===== src/rtl/debug_pkg.sv =====
// Shared constants for the debug dump path.
// Request-code width, idle/extra codes and the index-to-code mapping.
package debug_pkg;

    localparam int unsigned REQ_W = 6;

    // Regfile codes have code[5] == 0; extras live above EXTRA_BASE_ID.
    localparam logic [REQ_W-1:0] IDLE_CODE     = 6'b111111;
    localparam logic [REQ_W-1:0] EXTRA_BASE_ID = 6'b100000;

    // Index 0..31 selects a regfile address, index 32+k selects extra k.
    function automatic logic [REQ_W-1:0] req_code(
        input logic [REQ_W-1:0] idx,
        input logic [REQ_W-1:0] extra_base
    );
        if (!idx[REQ_W-1]) begin
            return {1'b0, idx[REQ_W-2:0]};
        end
        return extra_base + {1'b0, idx[REQ_W-2:0]};
    endfunction

endpackage


===== src/rtl/debug_frame_fifo.sv =====
// Synchronous frame FIFO with free-entry count.
// Ports: clk_i, rst_i (sync, high), push_i/data_i, pop_i/data_o, full_o, empty_o, free_o.
module debug_frame_fifo #(
    parameter  int unsigned WIDTH = 32,
    parameter  int unsigned DEPTH = 8,
    localparam int unsigned AW    = $clog2(DEPTH),
    localparam int unsigned CW    = AW + 1
) (
    input  logic             clk_i,
    input  logic             rst_i,
    input  logic             push_i,
    input  logic [WIDTH-1:0] data_i,
    input  logic             pop_i,
    output logic [WIDTH-1:0] data_o,
    output logic             full_o,
    output logic             empty_o,
    output logic [CW-1:0]    free_o
);

    logic [WIDTH-1:0] mem_q [DEPTH];
    logic [AW-1:0]    wr_ptr_q;
    logic [AW-1:0]    rd_ptr_q;
    logic [CW-1:0]    cnt_q;
    logic [CW-1:0]    cnt_d;
    logic             do_pop;
    logic             do_push;

    assign full_o  = (cnt_q == CW'(DEPTH));
    assign empty_o = (cnt_q == '0);
    assign free_o  = CW'(DEPTH) - cnt_q;
    assign data_o  = mem_q[rd_ptr_q];

    // A simultaneous pop frees the slot, so push+pop is fine when full.
    assign do_pop  = pop_i && !empty_o;
    assign do_push = push_i && (!full_o || do_pop);
    assign cnt_d   = cnt_q + CW'(do_push) - CW'(do_pop);

    always_ff @(posedge clk_i) begin
        if (rst_i) begin
            wr_ptr_q <= '0;
            rd_ptr_q <= '0;
            cnt_q    <= '0;
            for (int i = 0; i < int'(DEPTH); i++) begin
                mem_q[i] <= '0;
            end
        end else begin
            if (do_push) begin
                mem_q[wr_ptr_q] <= data_i;
                wr_ptr_q        <= wr_ptr_q + AW'(1);
            end
            if (do_pop) begin
                rd_ptr_q <= rd_ptr_q + AW'(1);
            end
            cnt_q <= cnt_d;
        end
    end

    // Upstream space check should make an overflowing push unreachable.
    a_no_overflow: assert property (
        @(posedge clk_i) disable iff (rst_i)
        !(push_i && full_o && !do_pop)
    );

endmodule


===== src/rtl/debug_dump_sequencer.sv =====
// Walks every regfile address and extra controller, captures frames, streams them out.
// Ports: i_clock, i_reset, dump start/busy/done/error, request select, frame capture, tx stream.
module debug_dump_sequencer
    import debug_pkg::*;
#(
    parameter int unsigned      NB_CONTROL_FRAME   = 32,
    parameter int unsigned      N_EXTRA_IDS        = 4,
    parameter logic [REQ_W-1:0] EXTRA_BASE_ID      = debug_pkg::EXTRA_BASE_ID,
    parameter logic [REQ_W-1:0] IDLE_CODE          = debug_pkg::IDLE_CODE,
    parameter int unsigned      MAX_FRAMES_PER_REQ = 2,
    parameter int unsigned      FIFO_DEPTH         = 8,
    parameter int unsigned      TIMEOUT            = 8
) (
    input  logic                        i_clock,
    input  logic                        i_reset,
    input  logic                        i_dump_start,
    output logic                        o_busy,
    output logic                        o_dump_done,
    output logic                        o_error,
    output logic [REQ_W-1:0]            o_request_select,
    input  logic [NB_CONTROL_FRAME-1:0] i_frame,
    input  logic                        i_writing,
    output logic [NB_CONTROL_FRAME-1:0] o_tx_data,
    output logic                        o_tx_valid,
    input  logic                        i_tx_ready
);

    localparam int unsigned FCW = $clog2(FIFO_DEPTH) + 1;
    localparam int unsigned TW  = $clog2(TIMEOUT + 1);

    localparam logic [REQ_W-1:0] LAST_IDX  = REQ_W'(31 + N_EXTRA_IDS);
    localparam logic [FCW-1:0]   NEED_FREE = FCW'(MAX_FRAMES_PER_REQ);

    typedef enum logic [2:0] {
        S_IDLE,
        S_GAP,
        S_SELECT,
        S_CAPTURE,
        S_DONE
    } state_e;

    state_e           state_q;
    logic [REQ_W-1:0] idx_q;
    logic [TW-1:0]    wait_q;
    logic [REQ_W-1:0] sel_q;
    logic             busy_q;
    logic             done_q;
    logic             err_q;

    logic             push;
    logic             pop;
    logic             adv;
    logic             fifo_full;
    logic             fifo_empty;
    logic [FCW-1:0]   fifo_free;

    assign push = i_writing &&
                  (state_q == S_SELECT || state_q == S_CAPTURE);
    assign pop  = o_tx_valid && i_tx_ready;

    // End of a request: writing dropped in CAPTURE, or SELECT timed out.
    assign adv = !i_writing &&
                 ((state_q == S_CAPTURE) ||
                  (state_q == S_SELECT && wait_q == TW'(TIMEOUT - 1)));

    debug_frame_fifo #(
        .WIDTH (NB_CONTROL_FRAME),
        .DEPTH (FIFO_DEPTH)
    ) u_fifo (
        .clk_i   (i_clock),
        .rst_i   (i_reset),
        .push_i  (push),
        .data_i  (i_frame),
        .pop_i   (pop),
        .data_o  (o_tx_data),
        .full_o  (fifo_full),
        .empty_o (fifo_empty),
        .free_o  (fifo_free)
    );

    assign o_tx_valid       = !fifo_empty;
    assign o_busy           = busy_q;
    assign o_dump_done      = done_q;
    assign o_error          = err_q;
    assign o_request_select = sel_q;

    always_ff @(posedge i_clock) begin
        if (i_reset) begin
            state_q <= S_IDLE;
            idx_q   <= '0;
            wait_q  <= '0;
            sel_q   <= IDLE_CODE;
            busy_q  <= 1'b0;
            done_q  <= 1'b0;
            err_q   <= 1'b0;
        end else begin
            done_q <= 1'b0;
            unique case (state_q)
                S_IDLE: begin
                    if (i_dump_start) begin
                        err_q   <= 1'b0;
                        idx_q   <= '0;
                        busy_q  <= 1'b1;
                        state_q <= S_GAP;
                    end
                end
                // Idle code between requests lets controllers re-arm.
                S_GAP: begin
                    if (!fifo_full && fifo_free >= NEED_FREE) begin
                        sel_q   <= req_code(idx_q, EXTRA_BASE_ID);
                        wait_q  <= '0;
                        state_q <= S_SELECT;
                    end
                end
                S_SELECT: begin
                    if (i_writing) begin
                        state_q <= S_CAPTURE;
                    end else if (wait_q == TW'(TIMEOUT - 1)) begin
                        err_q <= 1'b1;
                    end else begin
                        wait_q <= wait_q + TW'(1);
                    end
                end
                S_CAPTURE: begin
                end
                S_DONE: begin
                    if (fifo_empty) begin
                        busy_q  <= 1'b0;
                        state_q <= S_IDLE;
                    end
                end
                default: begin
                    state_q <= S_IDLE;
                end
            endcase

            if (adv) begin
                sel_q <= IDLE_CODE;
                if (idx_q == LAST_IDX) begin
                    done_q  <= 1'b1;
                    state_q <= S_DONE;
                end else begin
                    idx_q   <= idx_q + REQ_W'(1);
                    state_q <= S_GAP;
                end
            end
        end
    end

endmodule


===== config.mk =====
export PLATFORM = sky130hd
export DESIGN_NAME = debug_dump_sequencer
export DESIGN_NICKNAME = d
export VERILOG_FILES = /design/src/rtl/debug_pkg.sv /design/src/rtl/debug_frame_fifo.sv /design/src/rtl/debug_dump_sequencer.sv
export SDC_FILE = /design/constraint.sdc
export NUM_CORES = 1
export LEC_CHECK = 0
export CAP_MARGIN = 20
export CORE_UTILIZATION = 64
export CTS_CLUSTER_SIZE = 28
export DETAILED_ROUTE_END_ITERATION = 10
export DONT_BUFFER_PORTS = 1
export PLACE_DENSITY = 0.83
export SKIP_CTS_REPAIR_TIMING = 1
export SYNTH_ARGS = -nofsm -noshare
export SYNTH_HDL_FRONTEND = slang
export SYNTH_SLANG_ARGS = --single-unit

===== constraint.sdc =====
create_clock -name i_clock -period 3.35 [get_ports i_clock]
set_input_delay 0.5025 -clock i_clock [delete_from_list [all_inputs] [get_ports i_clock]]
set_output_delay 0.5025 -clock i_clock [all_outputs]
set_load 0.02 [all_outputs]

**Word-level counts from Yosys, hierarchy flattened**

Memories as Yosys holds them, arrays and structs flattened. A register that Yosys moved wholly into a read port is not among the register bits.
Index checks and enable logic that the tools add are counted.

- Bits in registers: 32
- RAM bits: 256
- Input bits: 37
- Logic and storage cells: 104
- Memories kept: 1

- $add $sub $neg: 8
- $lt $le $gt $ge: 1
- Equality and inequality tests: 18
- Mux-type cells: 39
- Bitwise operators: 1
- Reductions and logical operators: 26

Memory list:

| memory | words | width | read ports | clocked after Yosys merged registers in | write ports | RTL line | text |
|---|---|---|---|---|---|---|---|
| u_fifo.mem_q | 8 | 32 | 1 | 1 | 8 | debug_frame_fifo.sv:20 | `logic [WIDTH-1:0] mem_q [DEPTH];` |

Operators with widths:

| cell | number |
|---|---|
| two-way mux 6 bit | 6 |
| two-way mux 32 bit | 1 |
| OR reduction 32 bit | 1 |
| two-way mux 3 bit | 9 |
| two-way mux 1 bit | 16 |
| case mux 3 bit (5 select lines) | 1 |
| two-way mux 4 bit | 3 |
| != test 2 bit (second input constant) | 5 |
| != test 3 bit (second input constant) | 3 |
| case mux 4 bit (2 select lines) | 1 |
| AND reduction 4 bit | 2 |
| logical AND 1 bit | 7 |
| adder 3 x 1 -> 3 bit (second input constant) | 2 |
| adder 6 x 1 -> 6 bit (second input constant) | 1 |
| adder 6 x 5 -> 6 bit (first input constant) | 1 |
| == test 3 x 2 -> 1 bit (second input constant) | 2 |
| == test 6 bit (second input constant) | 1 |
| nonzero test 2 bit | 3 |
| AND reduction 5 bit | 1 |
| adder 4 x 1 -> 4 bit | 1 |
| adder 4 x 1 -> 4 bit (second input constant) | 1 |
| == test 4 x 3 -> 1 bit (second input constant) | 1 |
| == test 4 bit (second input constant) | 1 |
| greater-or-equal comparator 4 x 2 -> 1 bit (second input constant) | 1 |
| 15 further kinds | 22 |

**Longest topological paths before layout**

Gate-level depths: netlist of the first run.

- Word-level depth: 11
- Gate-level depth with buffers: 13
- Depth with buffers taken out: 12

**Cells and area by module**

From an unflattened synthesis of the first run, not the netlist that was laid out.

- Cells, all modules: 937
- Area total of the unflattened synthesis: 13,190.2 µm²

By module, submodules not included:

| module | instances | cells each | area each (µm²) | seq. area each (µm²) |
|---|---|---|---|---|
| debug_frame_fifo | 1 | 814 | 12,061.6 | 7,947.6 |
| debug_dump_sequencer | 1 | 123 | 1,128.6 | 440.4 |

**Worst setup path before layout of the first run**

OpenSTA, ideal clock, no wires.

- Path type: register to register
- Start point: register u_fifo.cnt_q[2]
- End point: memory u_fifo.mem_q[2][0], enable pin
- Setup time: 0.375 ns
- Arrival time: 2.101 ns
- Data required time: 2.975 ns
- Setup slack: 0.874 ns
- Cell stages (with the launch flop): 8
- Path buffers: 0
- Period minus slack after synthesis: 2.476 ns
- Cells stage by stage: dfxtp_1 inv_1 ha_1 nand2b_1 a31oi_4 nand2b_4 nor4b_4 or2_2

RTL lines:

| what | RTL line | text |
|---|---|---|
| start, declared | debug_frame_fifo.sv:23 | `logic [CW-1:0] cnt_q;` |
| start signal, assigned | debug_frame_fifo.sv:54 | `cnt_q <= cnt_d;` |
| end, declared | debug_frame_fifo.sv:20 |  |

==> metrics.cfg, run 1 <==
[flow_run]
maxCapViolCount = 0

[synthesis]
ys_types = 48
synthesis.nets = 908
synth_xor_area_frac = 0.00659
yosysSeqAreaShare = 0.631
synth.area.top_cells = edfxtp_1 (58%), and2_1 (12%), mux4_2 (11%), dfxtp_1 (5.3%), mux2_2 (2.8%)
synth_flop_cell = edfxtp_1
netlist_instances = 857
yosysMostFrequentCell = and2_1
ys_top_cells_by_count = and2_1 (257), edfxtp_1 (256), mux4_2 (64)
syn_area_per_cell_um2 = 15.5
yosys.area.top_type = edfxtp_1
yosysTopAreaCellShare = 0.578
syn_area_um2 = 13300
ys_warn_count = 0
yosys.area_share.simple = 0.168
async_reset_ff_frac = 0
synth.mux.area_fraction = 0.139
synth-edff-count = 256
synth_compound_area_frac = 0.0168
ys_seq_elements = 291
synth_top_family_by_area = simple AND/OR/NAND/NOR gates
synthAdderAreaFrac = 0.0137

[worst_hold_path]
min_path_type = input port to flip-flop

[sta]
post-route-min-period_ns = 2.96
fin_skew_ns = 0.00950
setup_slack_ns = 0.387
setup_viol = 0
slew_headroom = 0.582
tightest_slew_ns = 0.627
period_share = 0.884
slew_viol_final = 0
rsz0062_at_grt = no
fmax_mhz = 337
hold_viol = 0
final.setup.tns_ns = 0

[run_status]
status = complete, no violations

[global_route]
grt_pass1_wl_um = 44200
antenna_found_initial = 0
grt.overflow.total = 0
grt_pass1_vias = 7734
grt_usage = 0.275
grt_max_degree = 47

[worst_setup_path]
worstPathMaxFanout = 26
worst-path-buf-inv = 1
critPathRequiredTime_ns = 2.85
crit_path_max_incr_delay_ns = 0.72
crit_family = multiplexers
critPathCaptureType = output pin
cp_cell_sequence = buf_4 -> mux4_2 -> mux2_2
timing.critical_path.from_type = flip-flop
slowest_stage = dfxtp_4
worst-setup-path-type = flip-flop to output pin
crit_arrival_ns = 2.46

[placement]
portBuffers = 0
pre_cts_ws_ns = 0.732
dp_hpwl_um = 16600
gp_congestion = 0.864

[route]
drtPass1Iterations = 4
drc_errors = 0
viasPerCell = 6.21
wl_um = 28100
wire_per_inst_um = 24.4
drt_iter0_markers = 575
detail-route-antenna-nets = 0
vias = 7157

[finish]
drive_gt1_frac = 0.217
syn_to_final_growth_pct = 10.0
antenna_cells = 0
nets = 911

[floorplanning]
dieHeight_um = 146
rows = 52
dieWidth_um = 146
core_area_um2 = 20300
io_pins = 79
initial_core_util = 0.655
die-area_um2 = 21400

[power_and_ir_drop]
irDropWorstVdd_mv = 0.442
powerDensity_nw_per_um2 = 664
power_leakage_nw = 5.27

[clock_tree]
h-tree-depth = 1
clock_path_buffers = 3
cts_tree = done
cts_sinks = 291
insertion_delay_ns = 0.55
cts_buffers = 29
cts_root_buf = clkbuf_16
clk_pin_slew_ns = 0.06

final cells by class:
class                           count  area [um^2]
Fill cell                        1242         5670
Inverter                           10         37.5
Clock buffer                       35          768
Multi-Input combinational cell    505         4580
Tap cell                          270          338
Timing Repair Buffer               23          298
Sequential cell                   291         8390
Clock inverter                     19          219
through the flow:
| stage | hold WS, ns | util | power [W] | instance area [um^2] | instances |
|---|---|---|---|---|---|
| 2_1_floorplan | 0.457 | - | 0.00602 | 13300 | 857 |
| 3_3_place_gp | 0.465 | 0.672 | 0.00638 | 13600 | 1099 |
| 3_5_place_dp | 0.514 | 0.672 | 0.00647 | 13600 | 1099 |
| 4_1_cts | 0.00514 | 0.721 | 0.00979 | 14600 | 1153 |
| 5_1_grt | 0.00506 | 0.721 | 0.0101 | 14600 | 1153 |
| 6_report | 0.0192 | 0.721 | 0.00972 | 14600 | 1153 |
cells in the final DEF (no fill, tap or decap), drive strengths merged, types with 2 or more instances in the layout:
cell	instances
o21ai	7
nor3b	6
nor2	24
a21oi	8
edfxtp	256
nand3b	5
mux4	64
nor4b	5
nor4	2
o31ai	2
a31oi	2
nor2b	3
mux2	33
buf	23
a211o	6
xnor2	6
a21o	2
mux2i	3
nand2	10
nor3	7
clkinv	13
ha	13
clkbuf	35
or3	3
nand3	9
and2	257
inv	11
or2	10
bufinv	5
a211oi	3
nand2b	4
xor2	4
dfxtp	35
final timing paths:
path | from | endpoint | slack [ns] | cells after the start
setup / recovery | flip-flop | o_tx_data[13] | 0.39 | 3
hold / removal | i_reset | idx_q[4]$_SDFF_PP0_ | 0.02 | 1
setup reg to reg | u_fifo.cnt_q[2]$_SDFF_PP0_ | u_fifo.mem_q[5][7]$_SDFFCE_PN0P_ | 0.71 | 8
hold reg to reg | wait_q[3]$_SDFFE_PP0P_ | wait_q[3]$_SDFFE_PP0P_ | 0.52 | 2
power by group:
group | internal, W | leakage (nW) | switching [W]
combinational | 0.000933 | 1.85 | 0.000995
clock | 0.00201 | 0.493 | 0.00132
sequential | 0.00417 | 2.93 | 0.000286
cell families (layout without fill, tap and decap cells):
| kind of cell | after synthesis | after routing |
|---|---|---|
| AOI/OAI and AO/OA | 32 | 32 |
| DFF | 291 | 291 |
| and+or+nand+nor | 349 | 349 |
| muxes | 100 | 100 |
| adders and majority gates | 14 | 14 |
| xor gates and xnor gates | 10 | 10 |
| buffers and inverters | 61 | 87 |
metal layers:
layer	up-vias	global-route usage	part of all wire
li1	3160	-	-
met1	3642	0.343	0.37
met2	297	0.480	0.52
met3	58	0.0591	0.080
met4	0	0.0875	0.026
met5	-	0	0
registers in the layout, summed over array words and instances, names as in the netlist, named ones only:
| register | cells |
|---|---|
| u_fifo.mem_q | 256 |
| o_request_select | 6 |
| state_q | 3 |
| wait_q | 4 |
| u_fifo.wr_ptr_q | 3 |
| u_fifo.rd_ptr_q | 3 |
| o_error | 1 |
| o_dump_done | 1 |
| idx_q | 6 |
| o_busy | 1 |
| u_fifo.cnt_q | 4 |
No activity file was read; power rests on OpenSTA's default activity.
==> inputs of run 2 (changes only) <==
Settings changed: CAP_MARGIN 20 to default.
==> results of run 2 <==
The final DEF is identical to that of run 1; final timing and power are the same.
==> inputs of run 3 (changes only) <==
Clock period 3.35 ns to 2.85 ns, I/O delays scaled along.
==> run 3 against run 2 <==
  * Critical path depth unchanged
  * Die area unchanged
  * Non-clock buffer count up 4
  * Routed wire length down 1.8%
  * Critical endpoint is now o_tx_data[1]
  * Largest cell class unchanged
==> metrics.cfg, run 3 (synthesis results as in run 1) <==
[run_status]
status = complete, no violations

[sta]
period_share = 0.946
rsz0062_at_grt = no
fin_skew_ns = 0.0101  ; +0.000621 ns
setup_viol = 0  ; unchanged
post-route-min-period_ns = 2.69
fmax_mhz = 371
slew_viol_final = 0  ; unchanged
slew_headroom = 0.351  ; -0.231
final.setup.tns_ns = 0  ; unchanged
hold_viol = 0  ; unchanged
tightest_slew_ns = 0.970  ; +0.343 ns

[power_and_ir_drop]
powerDensity_nw_per_um2 = 757  ; +14%
irDropWorstVdd_mv = 0.534  ; +21%
power_w = 0.0110  ; +13%
power_leakage_nw = 5.21  ; -1.1%

[flow_run]
maxCapViolCount = 0  ; unchanged

[global_route]
grt.overflow.total = 0  ; unchanged
grt_pass1_wl_um = 42800  ; -3.2%
antenna_found_initial = 0  ; unchanged
grt_usage = 0.265  ; -0.00935
grt_pass1_vias = 7683  ; -0.66%
grt_max_degree = 43  ; -8.5%

[floorplanning]
rows = 52  ; unchanged
die-area_um2 = 21400  ; unchanged
dieHeight_um = 146  ; unchanged
dieWidth_um = 146  ; unchanged
io_pins = 79  ; unchanged
core_area_um2 = 20300  ; unchanged
initial_core_util = 0.655  ; unchanged

[finish]
syn_to_final_growth_pct = 9.06
nets = 914  ; +0.33%
final_cell_mix = and2_1 (257), edfxtp_1 (256), mux4_2 (64)
fin_util = 0.714  ; -0.00635
antenna_cells = 0  ; unchanged
largest_reg_flops = 256  ; unchanged
drive_gt1_frac = 0.213  ; -0.00477
final_common_cell = and2_1
largest-register = u_fifo.mem_q

[clock_tree]
cts_buffers = 28  ; -3.4%
cts_tree = done
cts_root_buf = clkbuf_16
cts_sinks = 291  ; unchanged
clk_pin_slew_ns = 0.06  ; about the same
clock_path_buffers = 3  ; unchanged
insertion_delay_ns = 0.53  ; -0.02 ns
h-tree-depth = 1  ; unchanged

[worst_setup_path]
crit_path_max_incr_delay_ns = 0.59  ; -0.13 ns
worst-path-buf-inv = 1  ; unchanged
critPathCaptureType = output pin
critPathRequiredTime_ns = 2.42  ; -0.43 ns
crit_family = multiplexers
timing.critical_path.from_type = flip-flop
worstPathMaxFanout = 24  ; -7.7%
cp_cell_sequence = buf_4 -> mux4_2 -> mux2_2
crit_arrival_ns = 2.27  ; -0.19 ns
worst-setup-path-type = flip-flop to output pin
slowest_stage = mux4_2

[route]
wl_um = 27600  ; -1.8%
detail-route-antenna-nets = 0  ; unchanged
drc_errors = 0  ; unchanged
drt_iter0_markers = 567  ; -1.4%
wire_per_inst_um = 23.9  ; -1.8%
viasPerCell = 6.19  ; -0.25%
vias = 7145  ; -0.17%
drtPass1Iterations = 5  ; +1

[worst_hold_path]
min_path_type = input port to flip-flop

[placement]
portBuffers = 0  ; unchanged
dp_hpwl_um = 16400  ; -0.82%
gp_congestion = 0.764  ; -12%

## run 3: cell count changes in the layout (fill, tap and decap cells not counted), sizes merged
cell,before,now
bufinv,5,0
buf,23,26
dlygate4sd3,0,1
clkinv,13,5
clkbuf,35,46
inv,11,10
## run 3: per-layer routing
layer  GRT usage  wire (um)  up-vias
li1            -          -     3157
met2       0.464      14200      280
met5           0          0        -
met4      0.0927        831        0
met3      0.0509       2080       55
met1       0.332      10400     3653
## run 3: metrics by stage
step | setup slack [ns] | instance area [um^2] | hold slack (ns) | cells
CTS | 0.109 | 14500 | -0.0547 | 1153
finish | 0.155 | 14500 | 0.0671 | 1154
global placement | 0.435 | 13600 | 0.464 | 1102
global route | 0.0553 | 14500 | 0.0640 | 1154
detailed placement | 0.340 | 13600 | 0.505 | 1102
floorplan | 0.374 | 13300 | 0.457 | 857
## run 3: worst paths after layout
| kind | startpoint | end | slack, ns | depth (start not counted) |
|---|---|---|---|---|
| hold reg to reg | wait_q[3]$_SDFFE_PP0P_ | wait_q[3]$_SDFFE_PP0P_ | 0.53 | 2 |
| hold / removal | i_reset | state_q[0]$_SDFFE_PP0P_ | 0.07 | 2 |
| setup / recovery | flip-flop | o_tx_data[1] | 0.16 | 3 |
| setup reg to reg | u_fifo.cnt_q[2]$_SDFF_PP0_ | u_fifo.mem_q[6][31]$_SDFFCE_PN0P_ | 0.33 | 8 |
## run 3: cell type report
class	count	area [um^2]
Fill cell	1259	5800
Tap cell	270	338
Sequential cell	291	8390
Clock buffer	46	857
Inverter	10	37.5
Multi-Input combinational cell	505	4580
Clock inverter	5	18.8
Timing Repair Buffer	27	280
## run 3: worst register-to-register path: cells and delay by family (launching register included)
family | cells | cell delay (ns)
adders and majority gates | 1 | 0.23
and+or+nand+nor | 4 | 0.92
buffers and inverters | 2 | 0.35
AOI/OAI and AO/OA | 1 | 0.37
DFF | 1 | 0.33
## run 3: power breakdown
group	internal (W)	switching (W)	leakage [nW]	total [W]
sequential	0.00490	0.000206	2.93	0.00510
clock	0.00204	0.00148	0.435	0.00351
combinational	0.00108	0.00129	1.85	0.00237
total	0.00801	0.00297	5.21	0.0110
